**src/rtl/machine_ctrl.sv**
```systemverilog
// Eight-step instruction sequencer for a simple accumulator CPU.
// Each enabled clock edge registers the control outputs for the current step.
module machine_ctrl (
  input  logic       clk,
  input  logic       rst,
  input  logic       ena,
  input  logic [2:0] opcode,
  input  logic       zero,
  output logic       inc_pc,
  output logic       load_acc,
  output logic       load_pc,
  output logic       rd,
  output logic       wr,
  output logic       load_ir,
  output logic       datactl_ena,
  output logic       halt
);

  typedef enum logic [2:0] {S0, S1, S2, S3, S4, S5, S6, S7} step_t;
  typedef enum logic [2:0] {HLT, SKZ, ADD, ANDD, XORR, LDA, STO, JMP} opcode_t;

  step_t st;
  logic  halted;
  logic  is_alu_op;

  assign is_alu_op = (opcode == ADD) || (opcode == ANDD) ||
                     (opcode == XORR) || (opcode == LDA);

  // Outputs default to 0 on every executed step; the case only raises the active strobes.
  always_ff @(posedge clk) begin
    if (rst) begin
      st          <= S0;
      halted      <= 1'b0;
      inc_pc      <= 1'b0;
      load_acc    <= 1'b0;
      load_pc     <= 1'b0;
      rd          <= 1'b0;
      wr          <= 1'b0;
      load_ir     <= 1'b0;
      datactl_ena <= 1'b0;
      halt        <= 1'b0;
    end else if (halted) begin
      inc_pc      <= 1'b0;
      load_acc    <= 1'b0;
      load_pc     <= 1'b0;
      rd          <= 1'b0;
      wr          <= 1'b0;
      load_ir     <= 1'b0;
      datactl_ena <= 1'b0;
      halt        <= 1'b1;
    end else if (ena) begin
      inc_pc      <= 1'b0;
      load_acc    <= 1'b0;
      load_pc     <= 1'b0;
      rd          <= 1'b0;
      wr          <= 1'b0;
      load_ir     <= 1'b0;
      datactl_ena <= 1'b0;
      halt        <= 1'b0;
      st          <= step_t'(st + 3'd1);
      case (st)
        S0, S1: begin
          load_ir <= 1'b1;
          rd      <= 1'b1;
          inc_pc  <= 1'b1;
        end
        S3: begin
          if (opcode == HLT) begin
            halt   <= 1'b1;
            halted <= 1'b1;
          end
        end
        S4: begin
          if (opcode == JMP) load_pc <= 1'b1;
          if (opcode == STO) datactl_ena <= 1'b1;
          if (is_alu_op) rd <= 1'b1;
        end
        S5: begin
          if (is_alu_op) begin
            rd       <= 1'b1;
            load_acc <= 1'b1;
          end
          if ((opcode == SKZ) && zero) inc_pc <= 1'b1;
          if (opcode == JMP) begin
            load_pc <= 1'b1;
            inc_pc  <= 1'b1;
          end
          if (opcode == STO) begin
            wr          <= 1'b1;
            datactl_ena <= 1'b1;
          end
        end
        S6: begin
          if (opcode == STO) datactl_ena <= 1'b1;
          if (is_alu_op) rd <= 1'b1;
        end
        S7: begin
          if ((opcode == SKZ) && zero) inc_pc <= 1'b1;
        end
        default: ;
      endcase
    end
  end

endmodule

```
**config.mk**
```make
export PLATFORM = sky130hd
export DESIGN_NAME = machine_ctrl
export DESIGN_NICKNAME = d
export VERILOG_FILES = /design/src/rtl/machine_ctrl.sv
export SDC_FILE = /design/constraint.sdc
export NUM_CORES = 1
export LEC_CHECK = 0
export CORE_MARGIN = 2
export CORE_UTILIZATION = 35
export CTS_CLUSTER_DIAMETER = 50
export DETAILED_ROUTE_END_ITERATION = 8
export PLACE_DENSITY = 0.63
export SYNTH_ARGS = -nofsm -noshare
export SYNTH_HDL_FRONTEND = slang
export SYNTH_SLANG_ARGS = --single-unit
export TNS_END_PERCENT = 5
```
**constraint.sdc**
```tcl
create_clock -name clk -period 1.7 [get_ports clk]
set_input_delay 0.34 -clock clk [delete_from_list [all_inputs] [get_ports clk]]
set_output_delay 0.34 -clock clk [all_outputs]
set_load 0.02 [all_outputs]
```
==> results of run 1 <==
[registers in the layout, summed over array words and instances (netlist names)]
name         flops
datactl_ena      1
halt             1
halted           1
inc_pc           1
load_acc         1
load_ir          1
load_pc          1
rd               1
st               3
wr               1
[worst max path at each step]
stage / from / endpoint / slack (ps) / cells after the start
after floorplan: st[1]$_SDFFE_PP0P_ / inc_pc$_SDFFE_PP0P_ / 390 / 5
final: inc_pc$_SDFFE_PP0P_ / inc_pc / 140 / 1
after global placement: ena / halt$_SDFFE_PP0P_ / -20 / 4
after detailed placement: ena / halt$_SDFFE_PP0P_ / -4 / 4
after global routing: inc_pc$_SDFFE_PP0P_ / inc_pc / 80 / 1
after CTS: inc_pc$_SDFFE_PP0P_ / inc_pc / 120 / 1
[layer usage]
layer,vias up,track usage,part of all wire
met1,248,0.161,0.45
li1,276,-,-
met2,19,0.228,0.45
met4,0,0.0500,0.014
met3,4,0.0588,0.082
met5,-,0,0
[cells in the final DEF, fill, tap and decap left out, types with 2 or more instances in the layout]
master,n
inv_1,4
nand2_1,2
a211oi_1,2
a31oi_1,2
nand2b_1,10
dfxtp_1,12
ha_1,6
nand3_1,2
buf_4,3
clkbuf_4,3
nor2_1,5
clkdlybuf4s50_1,14
a21oi_1,6
[where the power goes]
group          switching, W  internal (W)  leakage [nW]
clock network     0.0000904     0.0000821        0.0138
registers         0.0000143      0.000295        0.0979
logic             0.0000606     0.0000654         0.205
total              0.000165      0.000443         0.317
[metrics by stage]
stage          hold slack, ps   util  instances
2_1_floorplan             409      -         70
3_3_place_gp              458  0.472        109
3_5_place_dp              464  0.472        109
4_1_cts                   475  0.485        112
5_1_grt                   494  0.485        112
6_report                  466  0.485        112
[layout make-up]
class	count	area (um^2)
Tap cell	25	31.3
Fill cell	190	890
Multi-Input combinational cell	51	365
Clock buffer	3	22.5
Inverter	4	15.0
Timing Repair Buffer	17	163
Sequential cell	12	240
[kinds of logic after synthesis]
| group | after synthesis | share of synthesized area |
|---|---|---|
| flops | 12 | 0.377 |
| buf+inv | 7 | 0.0491 |
| fa+ha+maj | 6 | 0.118 |
| simple gates | 26 | 0.234 |
| compound gates | 16 | 0.179 |
| xor+xnor | 2 | 0.0275 |
| mux | 1 | 0.0157 |
==> impl_results.rst, run 1 <==
.. list-table::
   :header-rows: 1

   * - Metric
     - Value
   * - Overflow left after global routing
     - 0
   * - Total power consumption of the routed design
     - 0.000608 W
   * - Cell family with the largest share of critical-path delay
     - buffers and inverters
   * - Worst hold endpoint
     - wr$_SDFFE_PP0P_
   * - Dpl ws
     - -4.14 ps
   * - DRC viols
     - 0
   * - RSZ-0062 raised after global routing
     - no
   * - Leading area contributor after synthesis
     - dfxtp_1
   * - Floorplan die height
     - 46.7 um
   * - Top post-synthesis cells by count
     - dfxtp_1, nand2b_1, a21oi_1, ha_1, nor2_1
   * - Post-route minimum period
     - about 1600 ps
   * - Initial antenna violation count
     - 0
   * - Capturing point of the worst reg2reg path
     - datactl_ena$_SDFFE_PP0P_
   * - CORE AREA
     - between 1500 and 2000 um^2
   * - Post-Syn Instances
     - 70
   * - Clock-pin slew of the registers on the worst-case setup and hold paths
     - approximately 70 ps
   * - Number of maximum-capacitance constraint violations
     - 0
   * - Slack of the worst reg-to-reg path
     - between 200 and 250 ps
   * - Synthesized area divided by synthesized cell count
     - between 9 and 10 um^2
   * - Latest clock arrival within the worst-skew pair
     - 270 ps
   * - Die width
     - ~47 um
   * - TritonCTS clock tree
     - done
   * - Yosys cell types
     - 29
   * - Wire length per cell after detailed routing
     - 11.2 um
   * - Number of flops mapped to enable cells by yosys
     - 0
   * - Worst path setup slack after routing
     - about 140 ps
   * - Number of global-route vias before repair
     - 482
   * - GP Congestion
     - a little under 0.8
   * - Critical path arrival
     - 1220 ps
   * - Worst slew margin relative to its limit
     - 0.749
   * - Most numerous cell in the Yosys netlist
     - dfxtp_1
   * - Biggest area contributors in the synthesized netlist
     - dfxtp_1, ha_1, nand2b_1
   * - Detailed-route vias per instance
     - about 5
   * - Critical path's slowest cell
     - clkdlybuf4s50_1
   * - R2R Path Start
     - st[1]$_SDFFE_PP0P_
   * - Hold Crit Depth
     - 2
   * - Areal power density over the cells
     - slightly above 700 nW/um^2
   * - Total of flip-flops plus latches after synthesis
     - 12
   * - Number of warnings reported in the yosys synthesis log
     - 0
   * - Crit-path cells
     - clkdlybuf4s50_1
   * - Critical Path End Type
     - primary output
   * - Maximum vdd ir drop
     - between 0.3 and 0.4 mV
   * - Clock buffer count from CTS
     - 3
   * - Number of setup buffers added after CTS
     - 0
   * - Share of the clock period used by the worst path
     - 0.916
   * - Share of async-settable or async-resettable flops after synthesis
     - 0
   * - Pin count of the biggest net entering global routing
     - 11
   * - Clock net sink count
     - 12
   * - WS Path Type
     - reg2out
   * - Max Fclk
     - between 600 and 700 MHz
   * - Number of buffers on the longest clock path
     - 2
   * - Number of max-slew violations in the final report
     - 0
   * - Outcome
     - finished clean
   * - Violation count after the first detailed-route iteration
     - 3
   * - Die outline area
     - ~2200 um^2
   * - Number of antenna diodes
     - 0
   * - Placement Cell Area
     - just over 800 um^2
   * - Final wirelength
     - around 1200 um
   * - Combined area of all synthesized cells
     - 637 um^2
   * - Most common flop cell mapped by yosys
     - dfxtp_1
   * - Launch instance of the worst min-delay path
     - wr$_SDFFE_PP0P_
   * - Share of synthesized area occupied by flip-flops and latches
     - 0.377
   * - Post-route cell area
     - 837 um^2
   * - Reported leakage power
     - about 0.32 nW
   * - Max Fanout on Critical Path
     - 2
   * - Share of Yosys cell area claimed by the top area cell type
     - 0.377
   * - Number of levels in the clock H-tree
     - 1
   * - Worst R2R Path Depth
     - 5
   * - Hold violation total from the final report
     - 0
   * - Biggest cell delay along the critical path
     - roughly 600 ps
   * - Category of the worst setup path launch point
     - flip-flop
   * - Fin nets
     - 102
   * - Post-synth net total
     - between 80 and 90
   * - GRT Overall Usage
     - 0.139
   * - Hold buffer count at cts
     - 0
   * - Buffers & Inverters on Critical Path
     - 1
   * - Final antenna-violating net count
     - 0
   * - Layout overhead on the synthesized area
     - 31.4%
   * - I/O pin cnt
     - 15
   * - Detailed-route via count
     - approximately 550
   * - Worst slew pin tran
     - 371 ps
   * - Wire length of the first global-routing pass
     - around 2100 um
   * - # port buffers
     - 14
   * - Number of setup violations in the final report
     - 0
   * - Std cell rows
     - 15
   * - Pre-antenna DRT Iters
     - 4
   * - Starting utilization of the core area
     - 0.369
   * - Share of post-route cells with drive strength above 1
     - 0.0920
   * - Final HPWL DP
     - 959 um
   * - Required time at the worst-slack endpoint
     - around 1400 ps
   * - Worst clock skew on the final layout
     - slightly above 5 ps
   * - Post-route setup TNS
     - 0 ps
   * - Path category of the worst min-delay check
     - reg2reg
   * - CTS Root Buffer Type
     - clkbuf_4
   * - Post-CTS sizing
     - 0
No activity file was read; power rests on OpenSTA's default activity.
==> run 2, diff against run 1 <==
--- a/config.mk
+++ b/config.mk
@@ -10,6 +10,7 @@
 export CTS_CLUSTER_DIAMETER = 50
 export DETAILED_ROUTE_END_ITERATION = 8
 export PLACE_DENSITY = 0.63
+export SETUP_SLACK_MARGIN = 0.5
 export SYNTH_ARGS = -nofsm -noshare
 export SYNTH_HDL_FRONTEND = slang
 export SYNTH_SLANG_ARGS = --single-unit
==> run 2 against run 1 <==
Compared with the run above: routed wire length up 14%; maximum frequency is 19% higher; final cell count grew 2.7%; cell area is 17% higher; die area stayed put; global-route usage increased by 0.65 points; setup slack better by 250 ps; sequential power grew 1%; sequential share of layout area fell by 3.2 points; clock-buffer cell count up 1; critical endpoint is now inc_pc$_SDFFE_PP0P_; largest power group unchanged.
==> impl_results.rst, run 2 (same netlist as run 1, synthesis figures left out) <==
.. list-table::
   :header-rows: 1

   * - Metric
     - Value
   * - Number of maximum-capacitance constraint violations
     - 0 (unchanged)
   * - # port buffers
     - 14 (unchanged)
   * - Final HPWL DP
     - 908 um (was 959 um)
   * - Launch instance of the worst min-delay path
     - load_pc$_SDFFE_PP0P_ (was wr$_SDFFE_PP0P_)
   * - Number of levels in the clock H-tree
     - 1 (unchanged)
   * - Relative contribution of sequential cells to total power
     - 0.441 (was 0.509)
   * - Areal power density over the cells
     - 730 nW/um^2 (was 727 nW/um^2)
   * - Max Fclk
     - 766 MHz (was 642 MHz)
   * - Wire length per cell after detailed routing
     - 12.4 um (was 11.2 um)
   * - I/O pin cnt
     - 15 (unchanged)
   * - Detailed-route via count
     - 554 (was 547)
   * - Hold buffer count at cts
     - 0 (unchanged)
   * - Number of antenna diodes
     - 0 (unchanged)
   * - Violation count after the first detailed-route iteration
     - 3 (unchanged)
   * - Outcome
     - finished clean (unchanged)
   * - Multi-input gate area
     - 455 um^2 (was 365 um^2)
   * - RSZ-0062 raised after global routing
     - yes (was no)
   * - Worst clock skew on the final layout
     - 1.70 ps (was 5.12 ps)
   * - Most frequent cells in the layout
     - nand2b_1, dfxtp_1, clkdlybuf4s15_2 (was clkdlybuf4s50_1, dfxtp_1, nand2b_1)
   * - Clock buffer count from CTS
     - 3 (unchanged)
   * - Number of buffers on the longest clock path
     - 2 (unchanged)
   * - Layout overhead on the synthesized area
     - 53.2% (was 31.4%)
   * - Latest clock arrival within the worst-skew pair
     - 270 ps (about the same)
   * - Category of the worst setup path launch point
     - flip-flop (unchanged)
   * - Max Fanout on Critical Path
     - 5 (was 2)
   * - Hold violation total from the final report
     - 0 (unchanged)
   * - Path category of the worst min-delay check
     - reg2reg (unchanged)
   * - Number of setup violations in the final report
     - 0 (unchanged)
   * - Clock-pin slew of the registers on the worst-case setup and hold paths
     - 80 ps (was 70 ps)
   * - Initial antenna violation count
     - 0 (unchanged)
   * - CORE AREA
     - 1730 um^2 (unchanged)
   * - Worst slew pin tran
     - 430 ps (was 371 ps)
   * - Cell internal power dissipation
     - 0.000513 W (was 0.000443 W)
   * - R2R Path Start
     - st[0]$_SDFFE_PP0P_ (was st[1]$_SDFFE_PP0P_)
   * - Register cell area after layout
     - 249 um^2 (was 240 um^2)
   * - Reg with most FFs
     - st (unchanged)
   * - Starting utilization of the core area
     - 0.369 (unchanged)
   * - Met3 Usage GRT
     - 0.0353 (was 0.0588)
   * - Largest register FFs
     - 3 (unchanged)
   * - Post-layout util
     - 0.565 (was 0.485)
   * - Clock net sink count
     - 12 (unchanged)
   * - Most common cell after layout, fill and taps aside
     - nand2b_1 (was clkdlybuf4s50_1)
   * - Number of max-slew violations in the final report
     - 0 (unchanged)
   * - Met1 usage in global routing
     - 0.176 (was 0.161)
   * - Wire length of the first global-routing pass
     - 2170 um (was 2070 um)
   * - Detailed-route vias per instance
     - 4.82 (was 4.88)
   * - Hold Crit Depth
     - 2 (unchanged)
   * - Slack of the worst reg-to-reg path
     - 390 ps (was 230 ps)
   * - Floorplan die height
     - 46.7 um (unchanged)
   * - GRT Overall Usage
     - 0.146 (was 0.139)
   * - WS Path Type
     - reg2reg (was reg2out)
   * - Share of the clock period used by the worst path
     - 0.768 (was 0.916)
   * - Critical path arrival
     - 1460 ps (was 1220 ps)
   * - Final antenna-violating net count
     - 0 (unchanged)
   * - Worst slew margin relative to its limit
     - 0.713 (was 0.749)
   * - Pin count of the biggest net entering global routing
     - 11 (unchanged)
   * - Fin nets
     - 104 (was 102)
   * - Met2 layer usage reported by global route
     - 0.233 (was 0.228)
   * - Worst hold endpoint
     - load_pc$_SDFFE_PP0P_ (was wr$_SDFFE_PP0P_)
   * - Net Switching
     - 0.000200 W (was 0.000165 W)
   * - Required time at the worst-slack endpoint
     - 1850 ps (was 1360 ps)
   * - Post-route setup TNS
     - 0 ps (unchanged)
   * - Reported leakage power
     - 0.357 nW (was 0.317 nW)
   * - Overflow left after global routing
     - 0 (unchanged)
   * - Combinational group share of total power
     - 0.235 (was 0.207)
   * - DRC viols
     - 0 (unchanged)
   * - Share of post-route cells with drive strength above 1
     - 0.378 (was 0.0920)
   * - Post-route minimum period
     - 1310 ps (was 1560 ps)
   * - GP Congestion
     - 0.799 (was 0.780)
   * - Capturing point of the worst reg2reg path
     - inc_pc$_SDFFE_PP0P_ (was datactl_ena$_SDFFE_PP0P_)
   * - Switching Share
     - 0.280 (was 0.272)
   * - Grt peak-use layer
     - met2 (unchanged)
   * - Std cell rows
     - 15 (unchanged)
   * - Number of global-route vias before repair
     - 507 (was 482)
   * - Die width
     - 46.7 um (unchanged)
   * - Critical Path End Type
     - flip-flop (was primary output)
   * - TritonCTS clock tree
     - done (unchanged)
   * - Worst R2R Path Depth
     - 4 (was 5)
   * - CTS Root Buffer Type
     - clkbuf_4 (unchanged)
   * - Pre-antenna DRT Iters
     - 4 (unchanged)
   * - Maximum vdd ir drop
     - 0.338 mV (was 0.375 mV)
   * - Fillers
     - 168 (was 190)
   * - Final wirelength
     - 1430 um (was 1250 um)
   * - Clock network fraction of total power
     - 0.324 (was 0.284)
   * - Launch point of the critical path
     - st[0]$_SDFFE_PP0P_ (was inc_pc$_SDFFE_PP0P_)
   * - Die outline area
     - 2180 um^2 (unchanged)
-- run 2: cell types whose count changed in the layout (fill, tap and decap cells not counted), sizes merged --
cell / before / now
clkdlybuf4s15: 0 / 8
clkdlybuf4s50: 14 / 3
dlygate4sd2: 0 / 3
buf: 3 / 5
clkbuf: 3 / 4
-- run 2: through the flow --
step           total power (W)  area [um^2]  instances  setup WS [ps]  hold slack [ps]
6_report              0.000713          976        115            394              472
5_1_grt               0.000749          976        115            363              502
4_1_cts               0.000707          943        115            443              471
3_5_place_dp          0.000441          820        109           7.83              457
3_3_place_gp          0.000440          820        109          -22.0              456
2_1_floorplan         0.000391          642         70            488              405
-- run 2: final cells by class --
cell class	instances	area share
multi-input cells	51	0.467
clock buffers	4	0.0372
repair buffers	19	0.188
well taps	25	0.0321
inverters	4	0.0205
flip-flops and latches	12	0.255
-- run 2: per-layer routing --
layer / part of all wire / up-vias / wire length (um)
met5: 0 / - / 0
met4: 0.017 / 0 / 24
met3: 0.044 / 4 / 63
met2: 0.48 / 13 / 690
met1: 0.45 / 251 / 647
li1: - / 286 / -
-- run 2: power groups by stage --
stage	sequential [W]	combinational, W	clock (W)
global route	0.000317	0.000181	0.000252
floorplan	0.000322	0.0000686	0
detailed placement	0.000316	0.000125	0
CTS	0.000312	0.000153	0.000242
global placement	0.000316	0.000124	0
finish	0.000314	0.000167	0.000231
-- run 2: how the worst max path moves through the flow --
stage / endpoint / slack (ps)
floorplan: inc_pc$_SDFFE_PP0P_ / 490
global placement: halt$_SDFFE_PP0P_ / -20
detailed placement: datactl_ena$_SDFFE_PP0P_ / 8
CTS: inc_pc$_SDFFE_PP0P_ / 440
global route: inc_pc$_SDFFE_PP0P_ / 360
finish: inc_pc$_SDFFE_PP0P_ / 390
-- run 2: repair_timing --
item | CTS | global route
resized for setup | 42 | 6
pin swaps | 6 | 4
setup endpoints to repair | 19 | 15
setup buffers | 2 | 0
-- run 2: worst max-delay path: stages, from the launching register on --
cell and delay [ps]:
dfxtp_4 380, ha_1 220, ha_1 190, a311oi_2 260
a211oi_1 130
==> run 3, diff against run 2 <==
--- a/config.mk
+++ b/config.mk
@@ -9,7 +9,7 @@
 export CORE_UTILIZATION = 35
 export CTS_CLUSTER_DIAMETER = 50
 export DETAILED_ROUTE_END_ITERATION = 8
-export PLACE_DENSITY = 0.63
+export PLACE_DENSITY = 0.65
 export SETUP_SLACK_MARGIN = 0.5
 export SYNTH_ARGS = -nofsm -noshare
 export SYNTH_HDL_FRONTEND = slang
==> constraint.sdc (replaced) <==
create_clock -name clk -period 1.1 [get_ports clk]
set_input_delay 0.22 -clock clk [delete_from_list [all_inputs] [get_ports clk]]
set_output_delay 0.22 -clock clk [all_outputs]
set_load 0.02 [all_outputs]
==> run 3 against run 2 <==
Compared with the run above: the run now ends with negative setup slack left; clock power rose by 55%; clock-buffer cell count is the same; cell area up 11%; global-route usage rose by 2.6 points; final cell count rose by 11%; via count up 11%; die area unchanged; utilization is 6.0 points higher; maximum frequency up 4.2%; register-to-register slack worse by 550 ps; critical endpoint is now rd$_SDFFE_PP0P_; largest power group unchanged; highest routed layer unchanged.
==> impl_results.rst, run 3 (same netlist as run 1, synthesis figures left out) <==
.. list-table::
   :header-rows: 1

   * - Metric
     - Value
   * - Most common cell after layout, fill and taps aside
     - buf_4 (was nand2b_1)
   * - Maximum vdd ir drop
     - 0.770 mV (was 0.338 mV)
   * - Share of post-route cells with drive strength above 1
     - 0.476 (was 0.378)
   * - Final antenna-violating net count
     - 0 (unchanged)
   * - Met3 Usage GRT
     - 0.0353 (unchanged)
   * - Die width
     - 46.7 um (unchanged)
   * - Number of max-slew violations in the final report
     - 0 (unchanged)
   * - Clock buffer count from CTS
     - 3 (unchanged)
   * - WS Path Type
     - reg2reg (unchanged)
   * - RSZ-0062 raised after global routing
     - yes (unchanged)
   * - Failing checks
     - negative setup slack
   * - Floorplan die height
     - 46.7 um (unchanged)
   * - Number of maximum-capacitance constraint violations
     - 0 (unchanged)
   * - Final std cells w/o fill
     - 128 (was 115)
   * - Post-layout util
     - 0.625 (was 0.565)
   * - Post-route minimum period
     - 1250 ps (was 1310 ps)
   * - Std cell rows
     - 15 (unchanged)
   * - Total placed cells including tap cells
     - 124 (was 109)
   * - # port buffers
     - 14 (unchanged)
   * - Final HPWL DP
     - 1130 um (was 908 um)
   * - CORE AREA
     - 1730 um^2 (unchanged)
   * - Switching Share
     - 0.279 (was 0.280)
   * - Hold violation total from the final report
     - 0 (unchanged)
   * - Path category of the worst min-delay check
     - in2reg (was reg2reg)
   * - Placement Cell Area
     - 965 um^2 (was 820 um^2)
   * - Number of antenna diodes
     - 0 (unchanged)
   * - Worst slew margin relative to its limit
     - 0.814 (was 0.713)
   * - Initial antenna violation count
     - 0 (unchanged)
   * - Reg with most FFs
     - st (unchanged)
   * - Total power consumption of the routed design
     - 0.00116 W (was 0.000713 W)
   * - Met2 layer usage reported by global route
     - 0.294 (was 0.233)
   * - Combinational group share of total power
     - 0.268 (was 0.235)
   * - Number of buffers on the longest clock path
     - 2 (unchanged)
   * - Critical Path End Type
     - flip-flop (unchanged)
   * - Clock-pin slew of the registers on the worst-case setup and hold paths
     - 80 ps (about the same)
   * - Required time at the worst-slack endpoint
     - 1270 ps (was 1850 ps)
   * - Detailed-route via count
     - 617 (was 554)
   * - Category of the worst setup path launch point
     - flip-flop (unchanged)
   * - Number of setup buffers added after CTS
     - 0 (was 2)
   * - Max Fclk
     - 798 MHz (was 766 MHz)
   * - Areal power density over the cells
     - 1070 nW/um^2 (was 730 nW/um^2)
   * - Met1 usage in global routing
     - 0.207 (was 0.176)
   * - Pin count of the biggest net entering global routing
     - 10 (was 11)
   * - TritonCTS clock tree
     - done (unchanged)
   * - Worst clock skew on the final layout
     - 0.437 ps (was 1.70 ps)
   * - Number of global-route vias before repair
     - 602 (was 507)
   * - Starting utilization of the core area
     - 0.369 (unchanged)
   * - Number of setup violations in the final report
     - 7 (was 0)
   * - Grt peak-use layer
     - met2 (unchanged)
   * - Share of the clock period used by the worst path
     - 1.14 (was 0.768)
   * - GRT Overall Usage
     - 0.171 (was 0.146)
   * - Largest register FFs
     - 3 (unchanged)
   * - Detailed-route vias per instance
     - 4.82 (about the same)
   * - Wire length of the first global-routing pass
     - 2560 um (was 2170 um)
   * - DRC viols
     - 0 (unchanged)
   * - Pre-antenna DRT Iters
     - 2 (was 4)
   * - Clock net sink count
     - 12 (unchanged)
   * - Relative contribution of sequential cells to total power
     - 0.421 (was 0.441)
   * - I/O pin cnt
     - 15 (unchanged)
   * - Max Fanout on Critical Path
     - 4 (was 5)
   * - Latest clock arrival within the worst-skew pair
     - 270 ps (about the same)
   * - Final wirelength
     - 1560 um (was 1430 um)
   * - Clock network fraction of total power
     - 0.310 (was 0.324)
   * - Worst-case hold slack
     - 475 ps (was 472 ps)
   * - Outcome
     - complete, but fails checks (was finished clean)
   * - Overflow left after global routing
     - 0 (unchanged)
   * - Fin nets
     - 117 (was 104)
   * - Cell internal power dissipation
     - 0.000834 W (was 0.000513 W)
   * - Worst slew pin tran
     - 277 ps (was 430 ps)
   * - Most frequent cells in the layout
     - buf_4, nand2b_1, dfxtp_1 (was nand2b_1, dfxtp_1, clkdlybuf4s15_2)
   * - Wire length per cell after detailed routing
     - 12.2 um (was 12.4 um)
   * - GP Congestion
     - 0.796 (was 0.799)
   * - Number of levels in the clock H-tree
     - 1 (unchanged)
   * - Layout overhead on the synthesized area
     - 69.5% (was 53.2%)
   * - Critical path arrival
     - 1420 ps (was 1460 ps)
   * - Die outline area
     - 2180 um^2 (unchanged)
   * - Reported leakage power
     - 0.456 nW (was 0.357 nW)
   * - CTS Root Buffer Type
     - clkbuf_4 (unchanged)
   * - Net Switching
     - 0.000323 W (was 0.000200 W)
   * - Violation count after the first detailed-route iteration
     - 5 (was 3)
   * - Worst path setup slack after routing
     - -153 ps (was 394 ps)
   * - Post-route cell area
     - 1080 um^2 (was 976 um^2)
run 3: cell type report:
type	instances	area, um^2
fill	159	647
multi-input combinational	51	472
timing repair buffer	32	270
sequential	12	250
clock buffer	4	36.3
tap	25	31.3
inverter	4	20.0
run 3: power groups by stage:
stage               clock network [W]  logic (W)  registers [W]
floorplan                           0   0.000123       0.000500
global placement                    0   0.000267       0.000489
detailed placement                  0   0.000269       0.000490
CTS                          0.000371   0.000303       0.000486
global route                 0.000391   0.000336       0.000492
finish                       0.000359   0.000310       0.000487
run 3: critical path, stage by stage (launching register included):
cell	delay, ps
dfxtp_4	390
inv_4	50
ha_4	160
o311ai_4	290
nand2b_4	180
a31oi_1	60
run 3: path summary, 6_finish.rpt:
path,start,endpoint,slack [ps],cells past startpoint
setup / recovery,st[0]$_SDFFE_PP0P_,rd$_SDFFE_PP0P_,-150,5
hold / removal,ena,inc_pc$_SDFFE_PP0P_,480,3
setup reg to reg,st[0]$_SDFFE_PP0P_,rd$_SDFFE_PP0P_,-150,5
hold reg to reg,halt$_SDFFE_PP0P_,halt$_SDFFE_PP0P_,480,2
run 3: stage by stage:
step                setup TNS, ps  setup WS [ps]
global placement            -4510           -432
floorplan                    -223          -81.2
global route                -1270           -202
CTS                          -873           -135
finish                       -667           -153
detailed placement          -4970           -477
run 3: repair_timing:
item,in CTS,in global routing
cloned,0,0
hold buffers,0,0
setup endpoints to repair,20,20
pin swaps,8,6
resized for setup,60,3
run 3: metal layers:
| layer | wire [um] | vias up | part of all wire |
|---|---|---|---|
| met5 | 0 | - | 0 |
| met4 | 19 | 0 | 0.012 |
| met3 | 49 | 4 | 0.031 |
| met2 | 776 | 14 | 0.50 |
| met1 | 718 | 288 | 0.46 |
| li1 | - | 311 | - |
